==> config.mk <==
export PLATFORM = sky130hd
export DESIGN_NAME = alu_arbiter
export DESIGN_NICKNAME = d
export VERILOG_FILES = /design/src/rtl/alu_arbiter.sv
export SDC_FILE = /design/constraint.sdc
export NUM_CORES = 1
export LEC_CHECK = 0
export ABC_AREA = 1
export ABC_CLOCK_PERIOD_IN_PS = 3800
export BUFFER_PORTS_ARGS = -buffer_cell sky130_fd_sc_hd__buf_4
export CAP_MARGIN = 20
export CORE_AREA = 2 2 98 195
export CTS_BUF_LIST = sky130_fd_sc_hd__clkbuf_4 sky130_fd_sc_hd__clkbuf_8
export DETAILED_ROUTE_END_ITERATION = 12
export DIE_AREA = 0 0 100 197
export HOLD_SLACK_MARGIN = 0.05
export SLEW_MARGIN = 20
export SYNTH_ARGS = -nofsm -noshare
export SYNTH_HDL_FRONTEND = slang
export SYNTH_SLANG_ARGS = --single-unit
==> constraint.sdc <==
create_clock -name clk -period 3.8 [get_ports clk]
set_input_delay 0.19 -clock clk [delete_from_list [all_inputs] [get_ports clk]]
set_output_delay 0.19 -clock clk [all_outputs]
set_load 0.02 [all_outputs]
==> src/rtl/alu_arbiter.sv <==
// Round-robin front end that shares one external combinational ALU between two
// requesters: registers the winner's operands, captures the ALU outputs a cycle later
// and returns them through a valid/ready response tagged with the requester id.
module alu_arbiter #(
   parameter int DATA_W = 32,
   parameter int SH_W   = 5,
   parameter int OP_W   = 3
) (
   input  logic              clk,
   input  logic              rst_n,
   input  logic              req0_valid,
   output logic              req0_ready,
   input  logic [DATA_W-1:0] req0_a,
   input  logic [DATA_W-1:0] req0_b,
   input  logic [SH_W-1:0]   req0_sh_amt,
   input  logic [OP_W-1:0]   req0_op,
   input  logic              req1_valid,
   output logic              req1_ready,
   input  logic [DATA_W-1:0] req1_a,
   input  logic [DATA_W-1:0] req1_b,
   input  logic [SH_W-1:0]   req1_sh_amt,
   input  logic [OP_W-1:0]   req1_op,
   output logic [DATA_W-1:0] alu_a,
   output logic [DATA_W-1:0] alu_b,
   output logic [SH_W-1:0]   alu_sh_amt,
   output logic [OP_W-1:0]   alu_op,
   input  logic [DATA_W-1:0] alu_result,
   input  logic              alu_neg,
   input  logic              alu_zero,
   input  logic              alu_carry,
   output logic              rsp_valid,
   input  logic              rsp_ready,
   output logic              rsp_id,
   output logic [DATA_W-1:0] rsp_result,
   output logic              rsp_neg,
   output logic              rsp_zero,
   output logic              rsp_carry,
   output logic              busy
);

   typedef enum logic [1:0] {
      IDLE = 2'd0,
      EXEC = 2'd1,
      RESP = 2'd2
   } state_t;

   state_t state, state_nxt;
   logic   rr_ptr;
   logic   id_q;
   logic   grant0, grant1;
   logic   xfer;

   // rr_ptr names the requester that wins when both are valid at once.
   always_comb begin
      grant0 = req0_valid & (~req1_valid | ~rr_ptr);
      grant1 = req1_valid & (~req0_valid |  rr_ptr);
   end

   assign req0_ready = (state == IDLE) & grant0;
   assign req1_ready = (state == IDLE) & grant1;
   assign xfer       = req0_ready | req1_ready;
   assign busy       = (state != IDLE);

   always_comb begin
      state_nxt = state;
      case (state)
         IDLE:    if (xfer) state_nxt = EXEC;
         EXEC:    state_nxt = RESP;
         RESP:    if (rsp_ready) state_nxt = IDLE;
         default: state_nxt = IDLE;
      endcase
   end

   always_ff @(posedge clk) begin
      if (!rst_n) state <= IDLE;
      else        state <= state_nxt;
   end

   // Operands are latched only on a transfer so the ALU sees a stable operation
   // no matter what the requesters drive afterwards.
   always_ff @(posedge clk) begin
      if (!rst_n) begin
         rr_ptr     <= 1'b0;
         id_q       <= 1'b0;
         alu_a      <= '0;
         alu_b      <= '0;
         alu_sh_amt <= '0;
         alu_op     <= '0;
         rsp_valid  <= 1'b0;
         rsp_id     <= 1'b0;
         rsp_result <= '0;
         rsp_neg    <= 1'b0;
         rsp_zero   <= 1'b0;
         rsp_carry  <= 1'b0;
      end else begin
         if (xfer) begin
            rr_ptr     <= ~grant1;
            id_q       <= grant1;
            alu_a      <= grant1 ? req1_a      : req0_a;
            alu_b      <= grant1 ? req1_b      : req0_b;
            alu_sh_amt <= grant1 ? req1_sh_amt : req0_sh_amt;
            alu_op     <= grant1 ? req1_op     : req0_op;
         end
         if (state == EXEC) begin
            rsp_valid  <= 1'b1;
            rsp_id     <= id_q;
            rsp_result <= alu_result;
            rsp_neg    <= alu_neg;
            rsp_zero   <= alu_zero;
            rsp_carry  <= alu_carry;
         end else if (state == RESP && rsp_ready) begin
            rsp_valid  <= 1'b0;
         end
      end
   end

endmodule

Yosys cells after proc, flatten, opt, wreduce, memory -nomap -nowiden

Index checks and enable logic that the tools add are counted.

Reduce and logical (&&, ||, !) cells: 5
Bitwise operators: 11
Multiplexer cells: 9
Equality and inequality tests: 4

Operator list:

| operator                                             | number |
|---|---|
| 2-to-1 mux 32 bit                                    | 2 |
| one-hot mux 2 bit (3 select lines)                   | 1 |
| 2-to-1 mux 5 bit                                     | 1 |
| bitwise AND 1 bit                                    | 4 |
| 2-to-1 mux 2 bit                                     | 2 |
| inequality test 2 bit (second input constant)        | 2 |
| inverter 1 bit                                       | 4 |
| nonzero test 2 bit                                   | 2 |
| 2-to-1 mux 3 bit                                     | 1 |
| OR 1 bit                                             | 3 |
| equality test 2 x 1 -> 1 bit (second input constant) | 1 |
| equality test 2 bit (second input constant)          | 1 |
| logical NOT 2 bit                                    | 1 |
| 2-to-1 mux 1 bit                                     | 2 |
| AND reduction 2 bit                                  | 1 |
| logical AND 1 bit                                    | 1 |

Bits in registers: 113
Input bits: 184
Word-level logic and storage cells: 42
Output and inout port bits: 112

Longest topological paths before layout

Depth in word-level cells: 7
Mapped depth: 8
Depth with buffers taken out: 7

Least setup slack after synthesis

No wires, ideal clock.

Path type: reg2out
Start: register state[1]
End: output req0_ready
Slack: 2.539 ns
Arrival: 1.071 ns
Data required time: 3.610 ns
Cell stages (with the launch flop): 6
Buffers on the path: 2
Cells stage by stage: dfxtp_1 nor2_2 nand3_2 buf_6 buf_4 inv_1

Cells in the longest elaborated chain, start to end: 2

Ends and longest elaborated chain:

| what                     | RTL line | RTL |
|---|---|---|
| start: declaration       | 47       | `state_t state, state_nxt;` |
| start signal: assignment | 76       | `else state <= state_nxt;` |
| logical NOT 2 bit        | 59       | `assign req0_ready = (state == IDLE) & grant0;` |
| bitwise AND 1 bit        | 59       |  |
| end: declaration         | 12       | `output logic req0_ready,` |

Every way passes these cells.

Worst setup path after layout

Start: input req1_valid
End: output req0_ready

Cells in the longest elaborated chain, start to end: 4

Ends and longest elaborated chain:

| what               | RTL line | RTL |
|---|---|---|
| start: declaration | 17       | `input logic req1_valid,` |
| inverter 1 bit     | 55       | `grant0 = req0_valid & (~req1_valid \| ~rr_ptr);` |
| OR 1 bit           | 55       |  |
| bitwise AND 1 bit  | 55       |  |
| bitwise AND 1 bit  | 59       |  |

Every way passes these cells.

==> flow_summary.json <==
{
  "p_int_mw": 2.35,
  "seqPwrFrac_pct": 39.2,
  "root_buffer": "clkbuf_8",
  "period_share_pct": 58.7,
  "period_needed_ns": 2.23,
  "peakVddDrop_mv": 0.232,
  "routabilityCongestion": 0.803,
  "synth_seq_cells": 113,
  "yosysSeqAreaShare_pct": 43.5,
  "finalSetupTns_ns": 0,
  "ys_types": 18,
  "boundaryPins": 296,
  "syn_avg_cell_area_sq_um": 6.82,
  "design_area_sq_um": 8170,
  "power_switching_share_pct": 33.8,
  "hpwlAfterDp_microns": 13900,
  "first_pass_iters": 5,
  "track_usage_pct": 20.2,
  "fin_cells": 1281,
  "skew_ns": 0.0147,
  "pre_cts_slack_ns": 1.44,
  "ant_nets": 0,
  "first_global_vias": 5911,
  "critPathBufInv": 4,
  "routed_wl_microns": 20600,
  "fin_nets": 1236,
  "rsz0062_at_grt": "no",
  "cts.clk_slew.worst_paths_ns": 0.07,
  "die_w_microns": 100,
  "htree_num_levels": 4,
  "drc_errors": 0,
  "crit_fanout": 75,
  "cp_top_family": "buffers and inverters",
  "tritoncts": "yes",
  "grt_max_degree": 76,
  "die_area_sq_um": 19700,
  "grt_remaining_overflow": 0,
  "cts_buffer_depth": 2,
  "syn_to_final_growth_pct": 57.0,
  "antenna_found_initial": 0,
  "max_freq_ghz": 0.448,
  "rows": 70,
  "place_inst": 1213,
  "clock-sinks": 113,
  "cp_cell_sequence": "buf_4 -> nand2_2 -> nand3_4 -> buf_4 -> inv_1 -> buf_4",
  "via_per_inst": 4.81,
  "synth_cells": 763,
  "diodes": 0,
  "drv_slew": 0,
  "p_sw_mw": 1.19,
  "coreArea_sq_um": 18200,
  "clk_latency_ns": 0.42,
  "cp.arrival_ns": 2.04,
  "drive_gt1_share_pct": 32.5,
  "slew_headroom_pct": 34.9,
  "port_buffers": 295,
  "place_area_sq_um": 7440,
  "power.leakage_nw": 4.05,
  "cp_common_cell": "buf_4",
  "start_kind": "primary input",
  "power_density_nw_per_um2": 434,
  "netlist_area_sq_um": 5200,
  "drt-initial-drc-count": 299,
  "cts_buffers": 17,
  "worstMarginPinSlew_ns": 0.976,
  "cp_slowest_cell": "buf_4",
  "vias": 6164,
  "hold_viol": 0,
  "cts-resized-gates": 0,
  "grt_pass1_wl_microns": 31200,
  "wl_per_cell_microns": 16.0,
  "hold_class": "in2reg",
  "worstSetupPathType": "in2out",
  "worst_slack_ns": 1.57,
  "synth-warning-count": 0,
  "p_comb_share_pct": 30.7,
  "die_h_microns": 197,
  "critPathMaxStageDelay_ns": 0.67,
  "p_clk_share_pct": 30.1,
  "drv_cap": 0,
  "status": "finished clean",
  "cp.required_ns": 3.61,
  "setup_viol": 0,
  "initial_core_util_pct": 28.6,
  "syn_nets": 947,
  "end_kind": "output port"
}
-- layout by cell type (no fill, tap or decap) --
| cell type | n |
|---|---|
| nand2_2 | 4 |
| inv_1 | 6 |
| clkinv_2 | 5 |
| bufinv_16 | 1 |
| nand2_1 | 173 |
| o21ai_0 | 36 |
| nor2_1 | 97 |
| inv_2 | 3 |
| nand3_4 | 2 |
| clkbuf_8 | 19 |
| nand3_1 | 181 |
| buf_4 | 303 |
| a21oi_1 | 64 |
| dlygate4sd3_1 | 36 |
| clkinv_4 | 1 |
| nor2_4 | 1 |
| dfxtp_1 | 113 |
| nand3b_1 | 13 |
| clkinvlp_4 | 3 |
| clkbuf_4 | 3 |
| nor2_2 | 1 |
-- kinds of logic after synthesis --
| group | Yosys count | share of synthesized area, % |
|---|---|---|
| and+or+nand+nor | 472 | 39.9 |
| DFF | 113 | 43.5 |
| AOI/OAI and AO/OA | 100 | 9.62 |
| buffers and inverters | 78 | 6.95 |
-- worst paths after layout --
check                   startpoint                endpoint  slack (ns)  depth (start not counted)
max reg2reg  state[1]$_SDFFE_PN0P_  alu_a[11]$_SDFFE_PN0P_        1.66                          6
min                      req1_a[7]   alu_a[7]$_SDFFE_PN0P_        0.09                          5
min reg2reg      id_q$_SDFFE_PN0P_       id_q$_SDFFE_PN0P_        0.47                          2
max                     req1_valid              req0_ready        1.57                          6
-- sequential cells by signal, indices dropped and copies added (netlist names) --
register    flops
alu_b          32
rsp_valid       1
alu_a          32
alu_sh_amt      5
alu_op          3
rsp_id          1
rsp_carry       1
rsp_result     32
state           2
rsp_zero        1
rsp_neg         1
rr_ptr          1
id_q            1
-- stage by stage --
step | hold slack, ns | utilization, % | power, mW
2_1_floorplan | 0.325 | - | 2.00
3_3_place_gp | 0.410 | 40.8 | 2.48
3_5_place_dp | 0.417 | 40.8 | 2.48
4_1_cts | 0.0553 | 44.8 | 3.60
5_1_grt | 0.0925 | 44.8 | 3.75
6_report | 0.0878 | 44.8 | 3.54
-- what timing repair did --
action                    in CTS  in global routing
hold buffers                  36                  0
buffers inserted               0                  0
hold endpoints to repair      36                  0
-- cells in the mapped netlist --
library cell  number  area [sq um]
buf_6              1          11.3
nand2_2            3          18.8
o21ai_0           36           180
nand3_2            2          20.0
nor2_1            97           364
nor2_2             1          6.26
nor2_4             1          11.3
nand2_1          174           653
dfxtp_1          113          2260
clkbuf_1          27           101
inv_1              7          26.3
buf_2             31           155
a21oi_1           64           320
inv_2              2          7.51
buf_4              6          45.0
buf_1              4          15.0
nand3_1          181           906
nand3b_1          13          97.6
-- worst min-delay path, stage by stage --
cell and delay (ns):
buf_4 0.08, nand2_1 0.04, nand2_1 0.05, nor2_1 0.04
nor2_1 0.08
-- area by class of cell --
type / instances / area, sq um
clock buffer: 22 / 284
clock inverter: 10 / 86.3
fill: 1907 / 10100
inverter: 9 / 33.8
multi-input combinational: 572 / 2590
sequential: 113 / 2260
tap: 216 / 270
timing repair buffer: 339 / 2640
-- per-layer routing --
layer / track usage (%) / wire length [microns] / vias up
met3: 3.65 / 1010 / 26
met2: 37.4 / 11300 / 212
met5: 0 / 0 / -
li1: - / - / 3106
met4: 7.61 / 476 / 0
met1: 22.5 / 7800 / 2820
-- power groups by stage --
| stage | clock [mW] | sequential [mW] | combinational, mW |
|---|---|---|---|
| floorplan | 0 | 1.56 | 0.437 |
| global placement | 0 | 1.41 | 1.07 |
| detailed placement | 0 | 1.41 | 1.07 |
| CTS | 1.11 | 1.39 | 1.10 |
| global route | 1.16 | 1.40 | 1.19 |
| finish | 1.07 | 1.39 | 1.09 |
(Power assumes the default switching activity.)
